<file path="src/rtl/uart_pkg.sv">
// -----------------------------------------------------------------------------
// uart_pkg
// Items shared by the UART receiver and transmitter:
//   - uart_state_t : 2-bit frame state encoding (IDLE=00, START=01, DATA=10,
//                    STOP=11)
//   - BAUD_CNT_W   : width of the per-bit clock counter
//   - calc_div     : clocks per bit, CLK_FREQ/BAUD (integer division)
//   - calc_half    : clocks per half bit, used for mid-bit sampling
// -----------------------------------------------------------------------------
package uart_pkg;

  typedef enum logic [1:0] {
    IDLE  = 2'b00,
    START = 2'b01,
    DATA  = 2'b10,
    STOP  = 2'b11
  } uart_state_t;

  localparam int unsigned BAUD_CNT_W = 32'd16;

  function automatic int unsigned calc_div(input int unsigned clk_freq,
                                           input int unsigned baud);
    return clk_freq / baud;
  endfunction

  function automatic int unsigned calc_half(input int unsigned clk_freq,
                                            input int unsigned baud);
    return calc_div(clk_freq, baud) / 32'd2;
  endfunction

endpackage

</file>
<file path="src/rtl/uart_sync2ff.sv">
// -----------------------------------------------------------------------------
// uart_sync2ff
// Two-flop synchronizer for a single asynchronous input.
// Parameters:
//   RST_VAL : value both flops take while rst_n is low (idle level of d)
// Ports:
//   clk   in  1  sampling clock
//   rst_n in  1  asynchronous active-low reset
//   d     in  1  asynchronous input
//   q     out 1  input synchronised to clk (two cycles of latency)
// -----------------------------------------------------------------------------
module uart_sync2ff #(
  parameter logic RST_VAL = 1'b1
) (
  input  logic clk,
  input  logic rst_n,
  input  logic d,
  output logic q
);

  logic meta_r;
  logic sync_r;

  // Two-stage shift register; the first stage may go metastable.
  always_ff @(posedge clk or negedge rst_n) begin
    if (!rst_n) begin
      meta_r <= RST_VAL;
      sync_r <= RST_VAL;
    end else begin
      meta_r <= d;
      sync_r <= meta_r;
    end
  end

  assign q = sync_r;

endmodule

</file>
<file path="src/rtl/uart_rx.sv">
// -----------------------------------------------------------------------------
// uart_rx
// 8N1 UART receiver. Detects a falling start edge, confirms it at mid start
// bit, samples eight data bits (LSB first) at mid-bit, then checks the stop bit.
// Parameters:
//   CLK_FREQ : system clock frequency in Hz
//   BAUD     : serial bit rate
// Ports:
//   clk       in  1  system clock, rising edge
//   rst_n     in  1  asynchronous active-low reset
//   rx        in  1  asynchronous serial line, idle high
//   rx_data   out 8  last correctly framed byte (held between strobes)
//   rx_valid  out 1  one-cycle strobe: rx_data updated
//   rx_busy   out 1  high from accepted start edge until back in IDLE
//   frame_err out 1  one-cycle strobe: stop bit sampled low
// -----------------------------------------------------------------------------
module uart_rx
  import uart_pkg::*;
#(
  parameter int unsigned CLK_FREQ = 32'd50_000_000,
  parameter int unsigned BAUD     = 32'd115200
) (
  input  logic       clk,
  input  logic       rst_n,
  input  logic       rx,
  output logic [7:0] rx_data,
  output logic       rx_valid,
  output logic       rx_busy,
  output logic       frame_err
);

  localparam int unsigned DIV  = calc_div(CLK_FREQ, BAUD);
  localparam int unsigned HALF = calc_half(CLK_FREQ, BAUD);
  localparam logic [BAUD_CNT_W-1:0] DIV_M1  = BAUD_CNT_W'(DIV - 32'd1);
  localparam logic [BAUD_CNT_W-1:0] HALF_M1 = BAUD_CNT_W'(HALF - 32'd1);

  logic                  rx_s;
  logic                  rx_q_r;
  uart_state_t           state_r,    state_nxt_s;
  logic [BAUD_CNT_W-1:0] baud_cnt_r, baud_cnt_nxt_s;
  logic [2:0]            bit_cnt_r,  bit_cnt_nxt_s;
  logic [7:0]            shift_r,    shift_nxt_s;
  logic [7:0]            data_r,     data_nxt_s;
  logic                  valid_r,    valid_nxt_s;
  logic                  ferr_r,     ferr_nxt_s;
  logic                  busy_r;

  uart_sync2ff #(
    .RST_VAL (1'b1)
  ) u_sync (
    .clk   (clk),
    .rst_n (rst_n),
    .d     (rx),
    .q     (rx_s)
  );

  // Delayed copy of the synchronised line for falling-edge detection.
  always_ff @(posedge clk or negedge rst_n) begin
    if (!rst_n) begin
      rx_q_r <= 1'b1;
    end else begin
      rx_q_r <= rx_s;
    end
  end

  // State register plus all datapath and output registers.
  always_ff @(posedge clk or negedge rst_n) begin
    if (!rst_n) begin
      state_r    <= IDLE;
      baud_cnt_r <= '0;
      bit_cnt_r  <= 3'd0;
      shift_r    <= 8'h00;
      data_r     <= 8'h00;
      valid_r    <= 1'b0;
      ferr_r     <= 1'b0;
      busy_r     <= 1'b0;
    end else begin
      state_r    <= state_nxt_s;
      baud_cnt_r <= baud_cnt_nxt_s;
      bit_cnt_r  <= bit_cnt_nxt_s;
      shift_r    <= shift_nxt_s;
      data_r     <= data_nxt_s;
      valid_r    <= valid_nxt_s;
      ferr_r     <= ferr_nxt_s;
      // Busy follows the state being entered so it falls together with
      // the return to IDLE and a new start edge can be taken next cycle.
      busy_r     <= (state_nxt_s != IDLE);
    end
  end

  // Next-state and datapath decode for the frame FSM.
  always_comb begin
    state_nxt_s    = state_r;
    baud_cnt_nxt_s = baud_cnt_r + {{(BAUD_CNT_W-1){1'b0}}, 1'b1};
    bit_cnt_nxt_s  = bit_cnt_r;
    shift_nxt_s    = shift_r;
    data_nxt_s     = data_r;
    valid_nxt_s    = 1'b0;
    ferr_nxt_s     = 1'b0;

    case (state_r)
      IDLE: begin
        baud_cnt_nxt_s = '0;
        // Only a fresh falling edge starts a frame; a line stuck low does not.
        if (rx_q_r && !rx_s) begin
          state_nxt_s   = START;
          bit_cnt_nxt_s = 3'd0;
        end else begin
          state_nxt_s   = IDLE;
        end
      end

      START: begin
        if (baud_cnt_r == HALF_M1) begin
          baud_cnt_nxt_s = '0;
          // Still low at mid start bit: real start. High: glitch, drop it.
          if (!rx_s) begin
            state_nxt_s = DATA;
          end else begin
            state_nxt_s = IDLE;
          end
        end else begin
          state_nxt_s = START;
        end
      end

      DATA: begin
        if (baud_cnt_r == DIV_M1) begin
          baud_cnt_nxt_s = '0;
          // LSB arrives first, so shift in at the top and move right.
          shift_nxt_s    = {rx_s, shift_r[7:1]};
          if (bit_cnt_r == 3'd7) begin
            bit_cnt_nxt_s = 3'd0;
            state_nxt_s   = STOP;
          end else begin
            bit_cnt_nxt_s = bit_cnt_r + 3'd1;
          end
        end else begin
          state_nxt_s = DATA;
        end
      end

      STOP: begin
        if (baud_cnt_r == DIV_M1) begin
          baud_cnt_nxt_s = '0;
          state_nxt_s    = IDLE;
          if (rx_s) begin
            data_nxt_s  = shift_r;
            valid_nxt_s = 1'b1;
          end else begin
            ferr_nxt_s  = 1'b1;
          end
        end else begin
          state_nxt_s = STOP;
        end
      end

      default: begin
        state_nxt_s    = IDLE;
        baud_cnt_nxt_s = '0;
        bit_cnt_nxt_s  = 3'd0;
      end
    endcase
  end

  assign rx_data   = data_r;
  assign rx_valid  = valid_r;
  assign rx_busy   = busy_r;
  assign frame_err = ferr_r;

endmodule

</file>
<file path="config.mk">
export PLATFORM = sky130hd
export DESIGN_NAME = uart_rx
export DESIGN_NICKNAME = d
export VERILOG_FILES = /design/src/rtl/uart_pkg.sv /design/src/rtl/uart_sync2ff.sv /design/src/rtl/uart_rx.sv
export SDC_FILE = /design/constraint.sdc
export NUM_CORES = 1
export LEC_CHECK = 0
export ABC_AREA = 1
export CAP_MARGIN = 25
export CELL_PAD_IN_SITES_DETAIL_PLACEMENT = 1
export CELL_PAD_IN_SITES_GLOBAL_PLACEMENT = 2
export CORE_MARGIN = 2
export CORE_UTILIZATION = 36
export DETAILED_ROUTE_END_ITERATION = 7
export GPL_TIMING_DRIVEN = 0
export PLACE_DENSITY_LB_ADDON = 0.1
export SYNTH_ARGS = -nofsm -noshare
export SYNTH_HDL_FRONTEND = slang
export SYNTH_SLANG_ARGS = --single-unit
</file>
<file path="constraint.sdc">
create_clock -name clk -period 2 [get_ports clk]
set_input_delay 0.4 -clock clk [delete_from_list [all_inputs] [get_ports clk]]
set_output_delay 0.4 -clock clk [all_outputs]
set_load 0.005 [all_outputs]
</file>
==> results of run 1 <==
-- critical path, stage by stage, from the launching register on --
cell,delay (ns)
dfrtp_1,0.40
inv_1,0.09
ha_1,0.15
nand3_1,0.09
nor2_2,0.20
nand3_2,0.27
buf_6,0.23
o21ai_0,0.17
-- power breakdown --
part / total [µW] / internal (µW) / leakage [µW] / switching [µW]
registers: 1040 / 949 / 0.000565 / 92.1
logic: 280 / 113 / 0.000496 / 167
clock network: 549 / 244 / 0.0000412 / 305
-- how the worst max path moves through the flow --
stage	start	endpoint	cells past startpoint
after floorplan	baud_cnt_r[1]	rx_data[7]	10
after global routing	baud_cnt_r[1]	bit_cnt_r[0]	8
after detailed placement	baud_cnt_r[1]	shift_r[2]	7
final	baud_cnt_r[1]	shift_r[2]	7
after CTS	baud_cnt_r[1]	shift_r[2]	7
after global placement	rst_n	bit_cnt_r[1]	1
-- cell type report --
type	instances	area, µm²	share of cell area [%]
timing repair buffer	14	145.1	6.115
clock buffer	6	72.57	3.057
inverter	30	112.6	4.744
tap	72	90.09	3.795
sequential	43	1080	45.49
buffer	3	26.28	1.107
clock inverter	2	12.51	0.5271
multi-input combinational	154	834.6	35.16
-- cell families (layout without fill, tap and decap cells) --
family,Yosys count,after routing,share of synthesized area (%)
fa+ha+maj,5,5,3.047
simple gates,102,102,22.43
xor+xnor,12,12,5.119
compound gates,35,35,10.05
buf+inv,33,55,6.764
flops,43,43,52.59
-- registers in the layout (all words and copies together), names as in the netlist --
| register | cells |
|---|---|
| baud_cnt_r | 16 |
| frame_err | 1 |
| shift_r | 8 |
| state_r | 2 |
| rx_valid | 1 |
| bit_cnt_r | 3 |
| u_sync.meta_r | 1 |
| rx_busy | 1 |
| rx_q_r | 1 |
| u_sync.q | 1 |
| rx_data | 8 |
-- synthesized netlist by cell type --
master / n / area share, %
nand2_4: 1 / 0.55
buf_6: 2 / 1.1
clkinv_1: 1 / 0.18
nor2_4: 2 / 1.1
ha_1: 5 / 3.0
inv_2: 1 / 0.18
clkbuf_1: 1 / 0.18
xnor2_1: 3 / 1.3
o21ai_0: 10 / 2.4
nor3_2: 1 / 0.49
dfrtp_1: 40 / 49
nand4_1: 4 / 1.2
inv_1: 28 / 5.1
xor2_1: 9 / 3.8
nand2_2: 4 / 1.2
nand2_1: 49 / 9.0
nor2_1: 23 / 4.2
o21ai_2: 7 / 3.0
a22oi_1: 1 / 0.37
dfstp_2: 3 / 3.8
nand3_1: 14 / 3.4
a21boi_0: 1 / 0.37
nor2_2: 1 / 0.30
a21oi_1: 15 / 3.7
nand3_2: 1 / 0.49
o21ai_1: 1 / 0.24
nor3_1: 2 / 0.49
-- routing by layer --
layer	GRT usage [%]	up-vias
met2	23.78	17
met4	5.172	0
met5	0	-
li1	-	773
met3	3.733	6
met1	22.17	719
-- stage by stage --
step | cell area [µm²] | hold slack (ns)
after floorplan | 2053 | 0.1044
after global placement | 2273 | 0.3469
after detailed placement | 2288 | 0.3485
after CTS | 2374 | 0.05213
after global routing | 2374 | 0.05791
final | 2374 | 0.04178
==> reports/qor.txt, run 1 <==
Worst Reg-to-Reg Cells = 7
Commonest non-fill, non-tap cell in the layout = nand2_1
Post-DR wirelength/cell = 13.36 µm
Vias in the first global route = 1,566
Final Hold Viols = 0
RD Place Congestion = 0.7527
R2r setup slk = 0.32 ns
# hold bufs at CTS = 0
Max clock buf depth = 2
# IOs = 14
Area grow syn2layout = 15.60%
Cells after DPL = 316
Metal3 WL = 104 µm
Outcome = completed
DRC errors left = 0
Netlist cell types = 27
Vias/cell = 4.676
Tmin final = 1.683 ns
Clk Latency, worst-skew pair = 0.30 ns
Layout cells sized above 1 = 12.70%
DIE AREA = 6323 µm²
Slew @ Worst Pin = 0.4704 ns
Most frequent cells in the layout = nand2_1, dfrtp_1, inv_1
Worst EP arrival = 1.90 ns
Syn Std Cell Area = 2053 µm²
Tightest Hold Check Type = in -> async
Drt first pass iters = 4
Post-CTS Resized = 0
First-pass GRT wire length = 7631 µm
Syn_nets = 238
Final setup violation count = 0
Setup repair bufs after CTS = 0
Gr ovfl total = 0
FMAX = 594.2 MHz
DR WL met2 = 1907 µm
Finished Core Util = 43.10%
Die Y-Extent = 79.52 µm
Initial antenna violation count = 0
Startpoint types = flip-flop
Clock Pin Slew Worst Setup and Hold Paths = 0.09 ns
Leak pwr = 0.001102 µW
Avg Cell Area, Syn = 8.927 µm²
DP HPWL = 3203 µm
Tcrit/Tclk final = 84.14%
Pwr Density = 787.8 nW/µm²
Fin. max-slew vios = 0
Max_cap viols = 0
Synth Instances = 230
Sequential share of the synthesized area = 52.59%
Non-Filler Instances = 324
Die width = 79.52 µm
Post-layout nets = 259
Core footprint = 5507 µm²
Post-Place Setup Slack = 0.2770 ns
Relative slew slack = 68.64%
Reg2reg start = baud_cnt_r[1]
Final wirelength = 4330 µm
Largest net degree at the start of global routing = 26
H-tree depth = 2
Starting DRT DRC Count = 54
Worst Skew = 0.009612 ns
Max Used Layer = met4
Crit path required time = 2.22 ns
Crit Path Category = reg -> reg
Total power draw = 1870 µW
RSZ-0062 raised after global routing = no
Final Worst Setup Slack = 0.3171 ns
Antenna Nets Post-Route = 0
Yosys Warn Count = 0
Root buf cell = clkbuf_8
CP Max Fanout = 10
CTS tree = built
Critical Path End Type = flip-flop
CTS Buf Count = 5
# diodes = 0
Row count = 27
Clk sinks = 43
Port bufs = 13
DR vias = 1,515
Fillers = 641
Met1 WL = 2263 µm
Setup TNS = 0 ns
VDD IR max = 363.1 µV
Initial core utilization = 37.29%
Worst reg2reg endpoint = shift_r[2]
Seq cells post-synth = 43
Tot GR Track Use = 15.74%
(Power assumes the default switching activity.)
==> run 2, diff against run 1 <==
==> constraint.sdc (replaced) <==
create_clock -name clk -period 1.7 [get_ports clk]
set_input_delay 0.34 -clock clk [delete_from_list [all_inputs] [get_ports clk]]
set_output_delay 0.34 -clock clk [all_outputs]
set_load 0.005 [all_outputs]
==> run 2 against run 1 <==
Effect of this change:
- cell count rose by 1.2%
- critical path depth rose by 3
- clock skew decreased by 0.0013 ns
- sequential share of layout area is 1.4 points lower
- critical path type unchanged
- setup slack lost 0.21 ns
- die area unchanged
- register-to-register slack got worse by 0.21 ns
- global-route usage up 0.096 points
- utilization rose by 1.4 points
- count of clock-buffer cells in the layout did not move
- largest power group unchanged
==> reports/qor.txt, run 2 (synthesis gave the netlist of run 1 again) <==
Largest Register = baud_cnt_r
Non-Filler Instances = 328
Drt first pass iters = 4
CTS Buf Count = 5
Max clock buf depth = 2
Area grow syn2layout = 19.38%
Startpoint types = flip-flop
Met1 WL = 2310 µm
Root buf cell = clkbuf_8
DR vias = 1,532
Antenna Nets Post-Route = 0
Row count = 27
Initial core utilization = 37.29%
Design area = 2451 µm²
Slew @ Worst Pin = 0.4540 ns
Clock network power share = 28.7%
Clk sinks = 43
Sequential power share = 54.4%
Post-layout nets = 263
Vias in the first global route = 1,577
Post-DP Area = 2288 µm²
CTS tree = built
Cells after DPL = 316
Crit path required time = 1.89 ns
Starting DRT DRC Count = 46
Max_cap viols = 0
Post-DR wirelength/cell = 13.41 µm
Tightest Hold Check Type = reg -> reg
Core footprint = 5507 µm²
Switching Fraction = 30.34%
Reg2reg start = baud_cnt_r[1]
Clock Pin Slew Worst Setup and Hold Paths = 0.08 ns
# diodes = 0
DP HPWL = 3203 µm
CP Max Fanout = 10
NetSw = 681.8 µW
# IOs = 14
Cell breakdown of the critical path = inv_1 -> ha_2 -> nand3_2 -> nor2_4 -> nand2_2 -> nor2_4 -> nand2_4 -> buf_6 -> nand2_1 -> o21ai_2
First-pass GRT wire length = 7686 µm
Worst EP arrival = 1.79 ns
Fin. max-slew vios = 0
Initial antenna violation count = 0
Metal3 WL = 102 µm
Setup TNS = 0 ns
Slowest CP cell = dfrtp_1
Commonest non-fill, non-tap cell in the layout = nand2_1
Layout cells sized above 1 = 16.41%
Outcome = completed
Die Y-Extent = 79.52 µm
RD Place Congestion = 0.7527
VDD IR max = 429.0 µV
Largest register FFs = 16
Worst Skew = 0.008317 ns
Vias/cell = 4.671
Max Used Layer = met4
Tcrit/Tclk final = 93.80%
Most frequent cell on the critical path = nor2_4
Final setup violation count = 0
DIE AREA = 6323 µm²
Clk Latency, worst-skew pair = 0.30 ns
Pint = 1565 µW
Final Hold Viols = 0
Critical Path End Type = flip-flop
Largest net degree at the start of global routing = 26
Port bufs = 13
Crit-path max cell delay = 0.38 ns
Relative slew slack = 69.73%
FMAX = 627.1 MHz
Crit Path Category = reg -> reg
DR WL met2 = 1928 µm
H-tree depth = 2
Comb power frac = 16.9%
Final wirelength = 4400 µm
Pwr Density = 916.7 nW/µm²
Gr ovfl total = 0
Finished Core Util = 44.51%
Die width = 79.52 µm
Tot GR Track Use = 15.84%
Crit path launch = baud_cnt_r[1]
Tmin final = 1.595 ns
Most frequent cells in the layout = nand2_1, dfrtp_1, inv_1
Leak pwr = 0.001136 µW
Hold Crit Start = u_sync.meta_r
DRC errors left = 0
## run 2: path summary, 6_finish.rpt
kind | to | slack (ns) | cells past startpoint
setup / recovery | rx_data[7] | 0.11 | 10
hold / removal | u_sync.q | 0.36 | 0
setup reg to reg | rx_data[7] | 0.11 | 10
hold reg to reg | u_sync.q | 0.36 | 0
max in group asynchronous | rx_data[6] | 0.69 | 3
min in group asynchronous | baud_cnt_r[15] | 0.51 | 2
## run 2: per-layer routing
metal  vias up  global-route usage, %
met5         -                      0
met4         0                  5.172
met3         6                  3.733
met2        16                  23.95
met1       727                  22.31
li1        783                      -
## run 2: worst max-delay path: cells and delay by family, from the launching register on
| kind | cells | cell delay (ns) |
|---|---|---|
| AO/OA/AOI/OAI | 1 | 0.05 |
| adder cells (fa/ha/maj) | 1 | 0.18 |
| buffers and inverters | 2 | 0.23 |
| flip-flops | 1 | 0.38 |
| AND/OR/NAND/NOR | 6 | 0.64 |
## run 2: timing repair
action / 4_1_cts / 5_1_grt
resized for setup: 3 / 7
endpoints found under the setup margin: 3 / 16
hold buffers: 1 / 0
pin swaps: 0 / 2
endpoints found under the hold margin: 15 / 0
buffers inserted: 0 / 3
## run 2: area by class of cell
| type | count | area [µm²] |
|---|---|---|
| buffer | 3 | 27.53 |
| clock buffer | 6 | 72.57 |
| clock inverter | 2 | 12.51 |
| fill | 645 | 3055 |
| inverter | 30 | 112.6 |
| multi-input combinational | 154 | 864.6 |
| sequential | 43 | 1081 |
| tap | 72 | 90.09 |
| timing repair buffer | 18 | 190.2 |
## run 2: power groups by stage
stage,Sequential [µW],Combinational [µW],Clock [µW]
after global routing,1240,445,710
after global placement,1240,318,0
final,1220,380,646
after detailed placement,1250,334,0
after CTS,1230,345,676
after floorplan,1220,254,0
## run 2: metrics by stage
step           power [µW]  hold slack [ns]  setup WS, ns
2_1_floorplan        1471          0.04441        0.2316
3_5_place_dp         1582           0.3219      -0.02297
6_report             2247           0.3600        0.1053
4_1_cts              2249           0.3608      0.008114
5_1_grt              2391           0.3628    -0.0001386
3_3_place_gp         1561           0.3469       -0.9469
==> run 3, diff against run 2 <==
--- a/config.mk
+++ b/config.mk
@@ -5,12 +5,11 @@
 export SDC_FILE = /design/constraint.sdc
 export NUM_CORES = 1
 export LEC_CHECK = 0
-export ABC_AREA = 1
 export CAP_MARGIN = 25
 export CELL_PAD_IN_SITES_DETAIL_PLACEMENT = 1
 export CELL_PAD_IN_SITES_GLOBAL_PLACEMENT = 2
 export CORE_MARGIN = 2
-export CORE_UTILIZATION = 36
+export CORE_UTILIZATION = 39
 export DETAILED_ROUTE_END_ITERATION = 7
 export GPL_TIMING_DRIVEN = 0
 export PLACE_DENSITY_LB_ADDON = 0.1
==> run 3 against run 2 <==
Effect of this change:
- clock power is 2% higher
- utilization is 10 points higher
- sequential cell count stayed put
- design area is 7.4% higher
- clock skew is 0.0033 ns higher
- the flow now finishes with violations (setup timing)
- register-to-register slack worse by 0.21 ns
- first-iteration DRC count is 11% higher
==> reports/qor.txt, run 3 <==
Netlist cell types = 36
Gr ovfl total = 0
Drt first pass iters = 3
EDFF count, synth = 0
Antenna Nets Post-Route = 0
Tcrit/Tclk final = 106.0%
Post-layout nets = 212
Slew @ Worst Pin = 0.4950 ns
Worst Skew = 0.01161 ns
DP HPWL = 2678 µm
Clk Latency, worst-skew pair = 0.30 ns
Area share of the largest cell type after synthesis = 50.83%
Non-Filler Instances = 272
Largest cells by area after synthesis = dfrtp_1, mux2_4, xnor2_1, nor2_1, dfstp_2
Crit-path max cell delay = 0.40 ns
H-tree depth = 2
Hold Path Depth = 0
Yosys Warn Count = 0
R2r setup slk = -0.10 ns
Outcome = complete, but fails checks
DR vias = 1,340
Worst EP arrival = 1.99 ns
Vias/cell = 4.926
Relative slew slack = 67.00%
CP top delay family = simple AND/OR/NAND/NOR gates
Layout cells sized above 1 = 41.46%
Core footprint = 4786 µm²
Leading area contributor after synthesis = dfrtp_1
Post-Place Setup Slack = -0.4230 ns
Final Hold Viols = 0
Largest net degree at the start of global routing = 27
Cell with the most instances after synthesis = dfrtp_1
Startpoint types = flip-flop
Commonest non-fill, non-tap cell in the layout = dfrtp_1
Row count = 25
Critical Path End Type = flip-flop
RD Place Congestion = 0.7658
Crit path required time = 1.88 ns
Port bufs = 13
CTS tree = built
Crit Path Category = reg -> reg
DIE AREA = 5634 µm²
Post-DR wirelength/cell = 15.28 µm
# IOs = 14
Max clock buf depth = 2
Commonest cells in the synthesized netlist = dfrtp_1, nor2_1, xnor2_1
Clk sinks = 43
Area grow syn2layout = 33.61%
Worst path depth = 7
Final wirelength = 4156 µm
Tmin final = 1.802 ns
Seq cells post-synth = 43
Most frequent cells in the layout = dfrtp_1, buf_4, xnor2_1, clkdlybuf4s50_1, mux2_4
Sequential share of the synthesized area = 54.83%
Slowest CP cell = dfrtp_1
Initial core utilization = 41.15%
Tightest Hold Check Type = reg -> reg
Worst reg2reg endpoint = rx_data[0]
Vias in the first global route = 1,454
Syn_nets = 171
Crit path buf inv count = 2
Fin. max-slew vios = 0
Async set-or-reset flop fraction in the synthesized netlist = 100.0%
Most frequent cell on the critical path = and4_4
Failing checks = setup timing
Avg Cell Area, Syn = 12.08 µm²
Root buf cell = clkbuf_8
Synth Instances = 163
Main flop type after synthesis = dfrtp_1
Critical path capture point = rx_data[0]
Fillers = 513
Final setup violation count = 32
Pwr Density = 874.2 nW/µm²
Largest Register = baud_cnt_r
VDD IR max = 648.1 µV
Clock Pin Slew Worst Setup and Hold Paths = 0.08 ns
# diodes = 0
Worst Reg-to-Reg Cells = 7
DRC errors left = 0
Final Worst Setup Slack = -0.1021 ns
CP Max Fanout = 5
Cell breakdown of the critical path = inv_2 -> ha_4 -> and4b_1 -> and4_4 -> and4_4 -> buf_8 -> mux2_4
RSZ-0062 raised after global routing = yes
CTS Buf Count = 5
Syn Std Cell Area = 1969 µm²
Reg2reg start = baud_cnt_r[1]
Crit path launch = baud_cnt_r[1]
Die width = 75.06 µm
Leak pwr = 0.001154 µW
Initial antenna violation count = 0
Starting DRT DRC Count = 51
Max_cap viols = 0
First-pass GRT wire length = 6817 µm
Largest register FFs = 16
FMAX = 554.9 MHz
Tot GR Track Use = 16.09%
Cells after DPL = 244
Die Y-Extent = 75.06 µm
run 3: repair_timing:
item | 4_1_cts | 5_1_grt
gates resized for setup | 17 | 38
buffers inserted | 13 | 5
hold endpoints to repair | 14 | 0
gates cloned | 1 | 1
setup endpoints to repair | 34 | 39
hold buffers | 1 | 0
pin swaps | 6 | 13
run 3: area by class of cell:
cell class	count	area [µm²]	share of cell area, %
buffer	5	46.29	1.759
clock buffer	5	68.82	2.615
clock inverter	3	23.77	0.9035
inverter	7	26.28	0.9986
multi-input combinational	108	979.7	37.23
sequential	43	1086	41.27
tap	67	83.83	3.186
timing repair buffer	34	316.6	12.03
run 3: worst register-to-register path: cells and delay by family (launching register included):
family | cells | cell delay (ns)
adders and majority gates | 1 | 0.11
and+or+nand+nor | 3 | 0.66
buffers and inverters | 2 | 0.22
muxes | 1 | 0.29
DFF | 1 | 0.40
run 3: cell families after synthesis:
logic type | count (synthesis) | share of synthesized area [%]
adder cells (fa/ha/maj) | 5 | 3.177
buffers and inverters | 12 | 3.304
flip-flops | 43 | 54.83
AO/OA/AOI/OAI | 6 | 2.605
XOR/XNOR | 14 | 6.226
AND/OR/NAND/NOR | 64 | 17.66
multiplexers | 19 | 12.20
run 3: through the flow:
stage / util, % / total power, µW / setup TNS, ns / area (µm²) / hold slack, ns
2_1_floorplan: - / 1373 / -0.4042 / 1969 / 0.04441
3_5_place_dp: 45.93 / 1479 / -8.558 / 2198 / 0.3053
5_1_grt: 54.98 / 2454 / -4.381 / 2631 / 0.3698
4_1_cts: 51.27 / 2227 / -1.353 / 2454 / 0.3668
6_report: 54.98 / 2300 / -1.643 / 2631 / 0.3633
3_3_place_gp: 45.62 / 1459 / -41.40 / 2183 / 0.3463
run 3: layer usage:
metal,track usage [%],up-vias,part of all wire (%)
li1,-,643,-
met1,18.45,680,43
met2,29.73,12,54
met3,3.079,5,1.8
met4,5.556,0,1.2
met5,0,-,0
run 3: worst min path at each step:
stage / start / endpoint
floorplan: rst_n / baud_cnt_r[0]
finish: u_sync.meta_r / u_sync.q
global placement: u_sync.meta_r / u_sync.q
detailed placement: rst_n / rx_data[2]
CTS: u_sync.meta_r / u_sync.q
global route: u_sync.meta_r / u_sync.q
run 3: report_power, final:
group	switching [µW]	internal (µW)	total, µW
Combinational	221	226	447
Sequential	95.0	1100	1190
Clock	367	294	661
Total	683	1620	2300
